**src/rtl/serial_subtractor_if.sv**
```systemverilog
// Operand/result handshake bundle for serial_subtractor.
// master: operand source and result consumer. slave: the subtractor.
interface serial_subtractor_if #(
   parameter int WIDTH = 4
);
   logic             in_valid;
   logic             in_ready;
   logic [WIDTH-1:0] a;
   logic [WIDTH-1:0] b;
   logic             b_in;
   logic             out_valid;
   logic             out_ready;
   logic [WIDTH-1:0] diff;
   logic             b_out;

   modport master (
      output in_valid, a, b, b_in, out_ready,
      input  in_ready, out_valid, diff, b_out
   );

   modport slave (
      input  in_valid, a, b, b_in, out_ready,
      output in_ready, out_valid, diff, b_out
   );
endinterface

```
**src/rtl/serial_subtractor.sv**
```systemverilog
// Bit-serial subtractor: diff = a - b - borrow, LSB first, one bit per clock.
// Optional macro SERIAL_SUB_CHAIN_EN: the borrow loaded at acceptance comes
// from the previous operation's b_out (multi-word chaining) instead of b_in.
module serial_subtractor #(
   parameter int WIDTH = 4
) (
   input logic               clk,
   input logic               rst,
   serial_subtractor_if.slave bus
);
   localparam int CW = (WIDTH > 1) ? $clog2(WIDTH) : 1;

   typedef enum logic [1:0] {IDLE, SHIFT, DONE} state_t;

   state_t           state, state_nxt;
   logic [WIDTH-1:0] a_sh, b_sh, part, diff_r;
   logic [CW-1:0]    cnt;
   logic             br, b_out_r;
   logic             d, br_nxt, last, br_src;

`ifdef SERIAL_SUB_CHAIN_EN
   logic chain;
   assign br_src = chain;
`else
   assign br_src = bus.b_in;
`endif

   // one full-subtractor slice on bit 0 of the operand shift registers
   assign d      = a_sh[0] ^ b_sh[0] ^ br;
   assign br_nxt = (~a_sh[0] & b_sh[0]) | (~(a_sh[0] ^ b_sh[0]) & br);
   assign last   = (cnt == CW'(WIDTH - 1));

   // handshake flags come straight from registered state
   assign bus.in_ready  = (state == IDLE);
   assign bus.out_valid = (state == DONE);
   assign bus.diff      = diff_r;
   assign bus.b_out     = b_out_r;

   // state register
   always_ff @(posedge clk) begin
      if (rst) state <= IDLE;
      else     state <= state_nxt;
   end

   // next-state decode
   always_comb begin
      state_nxt = state;
      case (state)
         IDLE:    if (bus.in_valid)  state_nxt = SHIFT;
         SHIFT:   if (last)          state_nxt = DONE;
         DONE:    if (bus.out_ready) state_nxt = IDLE;
         default: state_nxt = IDLE;
      endcase
   end

   // datapath: operand capture, per-bit shift, result publish on last bit
   always_ff @(posedge clk) begin
      if (rst) begin
         a_sh    <= '0;
         b_sh    <= '0;
         part    <= '0;
         diff_r  <= '0;
         cnt     <= '0;
         br      <= 1'b0;
         b_out_r <= 1'b0;
`ifdef SERIAL_SUB_CHAIN_EN
         chain   <= 1'b0;
`endif
      end else begin
         case (state)
            IDLE: begin
               if (bus.in_valid) begin
                  a_sh <= bus.a;
                  b_sh <= bus.b;
                  br   <= br_src;
                  cnt  <= '0;
                  part <= '0;
               end
            end
            SHIFT: begin
               a_sh <= a_sh >> 1;
               b_sh <= b_sh >> 1;
               br   <= br_nxt;
               cnt  <= cnt + 1'b1;
               part <= {d, part[WIDTH-1:1]};
               if (last) begin
                  diff_r  <= {d, part[WIDTH-1:1]};
                  b_out_r <= br_nxt;
`ifdef SERIAL_SUB_CHAIN_EN
                  chain   <= br_nxt;
`endif
               end
            end
            default: ;
         endcase
      end
   end
endmodule
```
**src/flat_wrapper.sv**
```systemverilog
// flat-port wrapper written by rule: the top's interface ports become plain ports
module serial_subtractor_flat 
#(
   parameter int WIDTH = 4
)
  (clk, rst, bus_in_valid, bus_a, bus_b, bus_b_in, bus_out_ready, bus_in_ready, bus_out_valid, bus_diff, bus_b_out);
  serial_subtractor_if #(.WIDTH(WIDTH)) bus_i ();
  input logic clk;
  input logic rst;
  input wire logic [$bits(bus_i.in_valid)-1:0] bus_in_valid;
  input wire logic [$bits(bus_i.a)-1:0] bus_a;
  input wire logic [$bits(bus_i.b)-1:0] bus_b;
  input wire logic [$bits(bus_i.b_in)-1:0] bus_b_in;
  input wire logic [$bits(bus_i.out_ready)-1:0] bus_out_ready;
  output wire logic [$bits(bus_i.in_ready)-1:0] bus_in_ready;
  output wire logic [$bits(bus_i.out_valid)-1:0] bus_out_valid;
  output wire logic [$bits(bus_i.diff)-1:0] bus_diff;
  output wire logic [$bits(bus_i.b_out)-1:0] bus_b_out;
  assign bus_i.in_valid = bus_in_valid;
  assign bus_i.a = bus_a;
  assign bus_i.b = bus_b;
  assign bus_i.b_in = bus_b_in;
  assign bus_i.out_ready = bus_out_ready;
  assign bus_in_ready = bus_i.in_ready;
  assign bus_out_valid = bus_i.out_valid;
  assign bus_diff = bus_i.diff;
  assign bus_b_out = bus_i.b_out;
  serial_subtractor #(.WIDTH(WIDTH)) u_core (.clk(clk), .rst(rst), .bus(bus_i));
endmodule
```
**config.mk**
```make
export PLATFORM = sky130hd
export DESIGN_NAME = serial_subtractor_flat
export DESIGN_NICKNAME = d
export VERILOG_FILES = /design/src/rtl/serial_subtractor_if.sv /design/src/rtl/serial_subtractor.sv /design/src/flat_wrapper.sv
export SDC_FILE = /design/constraint.sdc
export NUM_CORES = 1
export LEC_CHECK = 0
export CORE_MARGIN = 5
export CORE_UTILIZATION = 51
export DETAILED_ROUTE_END_ITERATION = 12
export PLACE_DENSITY_LB_ADDON = 0.15
export SLEW_MARGIN = 5
export SYNTH_ARGS = -nofsm -noshare
export SYNTH_HDL_FRONTEND = slang
export SYNTH_SLANG_ARGS = --single-unit
```
**constraint.sdc**
```tcl
create_clock -name clk -period 2 [get_ports clk]
set_clock_uncertainty 0.1 [all_clocks]
set_input_delay 0.4 -clock clk [delete_from_list [all_inputs] [get_ports clk]]
set_output_delay 0.4 -clock clk [all_outputs]
set_load 0.02 [all_outputs]
```
# Word level (Yosys, flattened, before mapping)
# Cells that the tools add are included.
[totals]
regBits = 22
word_cells = 41
[op_classes]
n_addsub = 1
n_eq_ne = 6
mux = 14
bitwise = 7
n_reduce_logical = 5
[op_table]
columns = ["cell", "count"]
rows = [
  ["4-bit case mux with 2 select lines", 3],
  ["4-bit two-way mux", 3],
  ["2-bit two-way mux", 4],
  ["2-bit case mux with 3 select lines", 1],
  ["2-bit equality test, second input constant", 2],
  ["2-bit inequality test, second input constant", 2],
  ["2-bit case mux with 2 select lines", 1],
  ["2-bit AND reduction", 2],
  ["3-bit AND reduction", 1],
  ["2-bit by 1-bit adder with 2-bit output, second input constant", 1],
  ["1-bit AND", 2],
  ["2-bit by 1-bit equality test with 1-bit output, second input constant", 1],
  ["2-bit zero test", 1],
  ["2-bit by 1-bit inequality test with 1-bit output, second input constant", 1],
  ["1-bit inverter", 2],
  ["1-bit case mux with 2 select lines", 1],
  ["2-bit nonzero test", 1],
  ["1-bit bitwise XOR", 2],
  ["1-bit two-way mux", 1],
  ["1-bit OR", 1],
]

# Depth between registers and ports, before layout
# Gate-level depths: netlist of the first run.
[depth]
depth_word = 5
ltp_mapped = 5
depth_no_buf = 5

# Worst setup path before layout of the first run
# No wires, ideal clock.
[synth_timing]
path_kind = "register to output"
startpoint = "register u_core.state[1]"
endpoint = "output port bus_out_valid"
t_arrival_ps = 826
required_time_ps = 1500
slack_ps = 674
path_stages_with_launch = 2
path_buffers = 0
cell_sequence = "dfxtp_1 -> nor2b_1"
[synth_via]
elab_chain_cells = 1
[synth_lines]
columns = ["item", "line", "text"]
rows = [
  ["start: declaration", "serial_subtractor.sv:15", "state_t state, state_nxt;"],
  ["start signal: assignment", "serial_subtractor.sv:42", "else state <= state_nxt;"],
  ["2-bit equality test", "serial_subtractor.sv:35", "assign bus.out_valid = (state == DONE);"],
  ["end: declaration", "flat_wrapper.sv:16", "output wire logic [$bits(bus_i.out_valid)-1:0] bus_out_valid;"],
]
# No other way between the ends.

# Final worst setup path of the first run
# Same ends and word-level chain as after synthesis.

==> impl_metrics.json, run 1 <==
{
  "drv_cap": 0,
  "via_per_inst": 5.08,
  "syn_nets": 112,
  "min_period_ns": 1.78,
  "std_cell_rows": 15,
  "grt_pass1_wl_um": 2800,
  "wl_per_cell_um": 12.0,
  "ys_ff_latch": 21,
  "cellPowerDensity_nw_per_um2": 684,
  "area_growth_syn_to_layout_pct": 25.6,
  "drive_gt1_share_pct": 12.0,
  "cts_buffer_depth": 2,
  "hold_violations": 0,
  "final-max-slew-violation-count": 0,
  "initial_core_util_pct": 53.0,
  "nFillCells": 153,
  "multi_input_area_um2": 424,
  "finalWirelength_um": 1700,
  "finalSetupViolations": 0,
  "tritoncts": "built",
  "hold_class": "flip-flop to flip-flop",
  "worstPathCellList": "nor2b_1 -> dlygate4sd2_1",
  "fin_crit_sh_pct": 89.2,
  "end_kind": "primary output",
  "syn_area_um2": 906,
  "dieArea_um2": 2720,
  "h-tree-depth": 1,
  "grt_pass1_vias": 656,
  "final_nets": 133,
  "clock-root-buffer": "clkbuf_4",
  "synth-seq-area-share_pct": 46.4,
  "path_clk_slew_ns": 0.12,
  "clock_sinks": 21,
  "fmax_mhz": 560,
  "crit_required_ns": 1.50,
  "leakage_uw": 0.000428,
  "worstPathArrival_ns": 1.28,
  "insertion_delay_ns": 0.30,
  "drt_first_iter_violations": 12,
  "num_vias": 721,
  "path_max_fanout": 9,
  "crit_type": "flip-flop to primary output",
  "layout_common_cells": "dfxtp_1, clkdlybuf4s50_1, a21oi_1, nor2_1, inv_1",
  "grt.overflow.total": 0,
  "worst_path_largest_cell_delay_ns": 0.44,
  "dpl_cell_area_um2": 1110,
  "firstDrtPassIters": 4,
  "core_area_um2": 1710,
  "final_common_cell": "dfxtp_1",
  "drt.antenna.violating_nets": 0,
  "stdcell_area_um2": 1140,
  "gp_congestion": 0.794,
  "cts_setup_buffers": 0,
  "start_kind": "flip-flop",
  "drc_errors": 0,
  "yosysWarnings": 0,
  "tightestPinTransition_ns": 0.496,
  "die_y_um": 52.1,
  "avgSynthCellArea_um2": 9.34,
  "cts_buffers": 3,
  "rsz0062_at_grt": "no",
  "antenna_found_initial": 0,
  "antennaDiodeCount": 0,
  "grt_use_total_pct": 14.2,
  "ys_types": 28,
  "io_pins": 20,
  "max-slew-margin-rel_pct": 66.8,
  "irDropWorstVdd_mv": 0.419,
  "outcome": "complete, no violations",
  "die_w_um": 52.1,
  "portBuffers": 19,
  "synth_cells": 97,
  "critPathSlowestCell": "dfxtp_2",
  "hpwl_um": 1260,
  "seqCellArea_um2": 422,
  "timing.setup.tns_ns": 0,
  "grt_max_degree": 14
}
sequential cells by signal, summed over array words and instances, names as in the netlist:
register          cells
u_core.state          2
u_core.a_sh           4
u_core.bus.b_out      1
u_core.b_sh           4
u_core.part           3
u_core.cnt            2
u_core.bus.diff       4
u_core.br             1
critical path, delay by kind of cell (launching register included):
| family | cells | cell delay (ns) |
|---|---|---|
| buffers and inverters | 1 | 0.35 |
| DFF | 1 | 0.44 |
| and+or+nand+nor | 1 | 0.18 |
per-layer routing:
layer / up-vias / track usage, % / routed length [um]
met5: - / 0 / 0
met4: 0 / 8.94 / 17
met3: 2 / 2.87 / 73
met2: 12 / 20.9 / 739
met1: 324 / 18.7 / 874
li1: 383 / - / -
path summary, 6_finish.rpt:
kind | start | end | slack (ns) | depth (start not counted)
min | u_core.bus.diff[3] | u_core.bus.diff[3] | 0.36 | 2
max reg2reg | u_core.state[0] | u_core.br | 0.49 | 4
min reg2reg | u_core.bus.diff[3] | u_core.bus.diff[3] | 0.36 | 2
max | u_core.state[1] | bus_out_valid | 0.22 | 2
synthesized netlist by cell type:
master / n / area, um^2
buf_6: 1 / 11.3
fa_1: 1 / 20.0
nand3b_1: 1 / 7.51
mux2i_1: 1 / 10.0
nor2_2: 1 / 6.26
a32oi_1: 2 / 17.5
nand2b_1: 4 / 25.0
o21ba_1: 1 / 10.0
ha_1: 1 / 12.5
inv_1: 6 / 22.5
or3b_1: 3 / 26.3
nand2_1: 5 / 18.8
nor2b_2: 1 / 8.76
o21bai_2: 1 / 11.3
a211oi_1: 2 / 15.0
nor2_1: 11 / 41.3
nand3_1: 4 / 20.0
dfxtp_1: 21 / 420
a21oi_2: 1 / 8.76
clkbuf_1: 2 / 7.51
a21oi_1: 11 / 55.1
nor3_1: 3 / 15.0
nor2b_1: 1 / 6.26
o221a_1: 3 / 33.8
buf_4: 2 / 15.0
clkbuf_2: 1 / 5.00
a22oi_1: 4 / 30.0
a211oi_2: 2 / 25.0
kinds of logic after synthesis:
kind of cell	after synthesis	synth area share, %
flops	21	46.4
mux	1	1.11
compound gates	27	22.8
buf+inv	12	6.77
fa+ha+maj	2	3.59
simple gates	34	19.3
repair_timing:
action | in CTS | in global routing
hold buffers | 0 | 0
resized for setup | 3 | 0
setup endpoints to repair | 2 | 0
metrics by stage:
stage	utilization (%)	power (uW)	setup WS, ns	instances	hold slack (ns)
after floorplan	-	545	0.674	97	0.343
after global placement	65.1	582	0.205	138	0.342
after detailed placement	65.1	586	0.159	138	0.350
after CTS	66.6	787	0.209	142	0.367
after global routing	66.6	820	0.126	142	0.391
final	66.6	778	0.216	142	0.361
area by class of cell:
cell class | instances | share of cell area [%]
clock buffer | 3 | 1.98
clock inverter | 1 | 0.440
inverter | 6 | 1.98
multi-input combinational | 64 | 37.3
sequential | 21 | 37.1
tap | 25 | 2.75
timing repair buffer | 22 | 18.5
power by group:
group | internal, uW | switching (uW)
registers | 440 | 14.6
logic | 62.4 | 57.4
clock network | 74.5 | 129
Power figures use the tool's default switching activity.
==> run 2: changes to the inputs <==
--- a/config.mk
+++ b/config.mk
@@ -8,7 +8,7 @@
 export CORE_MARGIN = 5
 export CORE_UTILIZATION = 51
 export DETAILED_ROUTE_END_ITERATION = 12
-export PLACE_DENSITY_LB_ADDON = 0.15
+export PLACE_DENSITY = 0.92
 export SLEW_MARGIN = 5
 export SYNTH_ARGS = -nofsm -noshare
 export SYNTH_HDL_FRONTEND = slang
==> impl_metrics.json, run 2 (synthesis gave the netlist of run 1 again) <==
{
  "initial_core_util_pct": 53.0,
  "path_max_fanout": 2,
  "rsz0062_at_grt": "no",
  "hold_class": "flip-flop to flip-flop",
  "grt_pass1_vias": 765,
  "crit_required_ns": 1.50,
  "drv_cap": 0,
  "final_common_cell": "dfxtp_1",
  "power_frac_clock_pct": 26.1,
  "num_vias": 780,
  "die_w_um": 52.1,
  "fin_crit_sh_pct": 88.2,
  "max-slew-margin-rel_pct": 66.8,
  "via_per_inst": 5.49,
  "finalWirelength_um": 1880,
  "p_int_uw": 577,
  "cellPowerDensity_nw_per_um2": 686,
  "power_frac_comb_pct": 16.0,
  "finalPower_uw": 782,
  "antenna_found_initial": 0,
  "leakage_uw": 0.000442,
  "worstPathCellList": "clkdlybuf4s50_1",
  "layout_common_cells": "dfxtp_1, clkdlybuf4s50_1, a21oi_1, nor2_1, inv_1",
  "cts-hold-fix-buffers": 0,
  "power.switching_uw": 205,
  "critPathBufInv": 1,
  "drive_gt1_share_pct": 11.1,
  "wl_per_cell_um": 13.2,
  "timing.setup.tns_ns": 0,
  "final_nets": 133,
  "clock-root-buffer": "clkbuf_4",
  "end_kind": "primary output",
  "gp_congestion": 0.783,
  "fmax_mhz": 567,
  "cts_buffers": 3,
  "tritoncts": "built",
  "core_area_um2": 1710,
  "clock_sinks": 21,
  "h-tree-depth": 1,
  "irDropWorstVdd_mv": 0.481,
  "crit_type": "flip-flop to primary output",
  "drt.antenna.violating_nets": 0,
  "finalSetupViolations": 0,
  "worst_path_largest_cell_delay_ns": 0.61,
  "worstPathArrival_ns": 1.26,
  "hold_violations": 0,
  "hpwl_um": 1390,
  "path_clk_slew_ns": 0.11,
  "grt_max_degree": 14,
  "critPathSlowestCell": "clkdlybuf4s50_1",
  "tightestPinTransition_ns": 0.496,
  "drt_first_iter_violations": 22,
  "grt_pass1_wl_um": 3290,
  "cts_buffer_depth": 2,
  "io_pins": 20,
  "std_cell_rows": 15,
  "area_growth_syn_to_layout_pct": 25.8,
  "grt_use_total_pct": 15.8,
  "p_sw_share_pct": 26.2,
  "insertion_delay_ns": 0.30,
  "nFillCells": 147,
  "dieArea_um2": 2720,
  "pwr-share-seq_pct": 57.9,
  "fin_util_pct": 66.7,
  "antennaDiodeCount": 0,
  "firstDrtPassIters": 4,
  "portBuffers": 19,
  "crit_family": "buffers and inverters",
  "final-max-slew-violation-count": 0,
  "grt.overflow.total": 0,
  "start_kind": "flip-flop",
  "min_period_ns": 1.76,
  "drc_errors": 0,
  "outcome": "complete, no violations",
  "die_y_um": 52.1
}
-- run 2: cell types whose count changed in the layout (fill, tap and decap cells not counted), sizes merged --
cell          change
dlygate4sd2       -1
dlymetal6s2s      +1
-- run 2: cell type report --
class                   count  area (um^2)  share of cell area (%)
clock buffers               3         22.5                    1.98
clock inverters             1         5.00                   0.439
inverters                   6         22.5                    1.98
multi-input cells          64          424                    37.2
flip-flops and latches     21          420                    36.9
well taps                  25         31.3                    2.74
repair buffers             22          214                    18.8
-- run 2: what timing repair did --
action / CTS / global route
resized for setup: 1 / 1
setup endpoints to repair: 1 / 1
setup buffers: 0 / 0
-- run 2: per-stage QoR --
stage / cell area [um^2] / instances / hold WS (ns) / setup slack [ns]
floorplan: 906 / 97 / 0.343 / 0.674
global placement: 1110 / 138 / 0.344 / 0.206
detailed placement: 1110 / 138 / 0.357 / 0.155
CTS: 1140 / 142 / 0.373 / 0.0258
global route: 1140 / 142 / 0.386 / 0.163
finish: 1140 / 142 / 0.369 / 0.237
-- run 2: power by group through the flow --
| stage | clock, uW | combinational (uW) | sequential (uW) |
|---|---|---|---|
| final | 204 | 125 | 453 |
| after global routing | 226 | 138 | 456 |
| after CTS | 206 | 124 | 453 |
| after detailed placement | 0 | 124 | 462 |
| after global placement | 0 | 120 | 461 |
| after floorplan | 0 | 84.9 | 460 |
-- run 2: metal layers --
layer,global-route usage (%),vias up,share of wire [%]
met5,0,-,0
met4,5.96,0,1.1
met3,3.15,4,3.9
met2,26.4,19,50
met1,20.1,373,45
li1,-,384,-
-- run 2: final timing paths --
path	from	slack, ns	endpoint	cells after the start
worst max-delay path	u_core.bus.b_out	0.24	bus_b_out	1
worst min-delay path	u_core.bus.diff[2]	0.37	u_core.bus.diff[2]	2
worst min register to register	u_core.bus.diff[2]	0.37	u_core.bus.diff[2]	2
worst max register to register	u_core.state[0]	0.46	u_core.cnt[0]	4
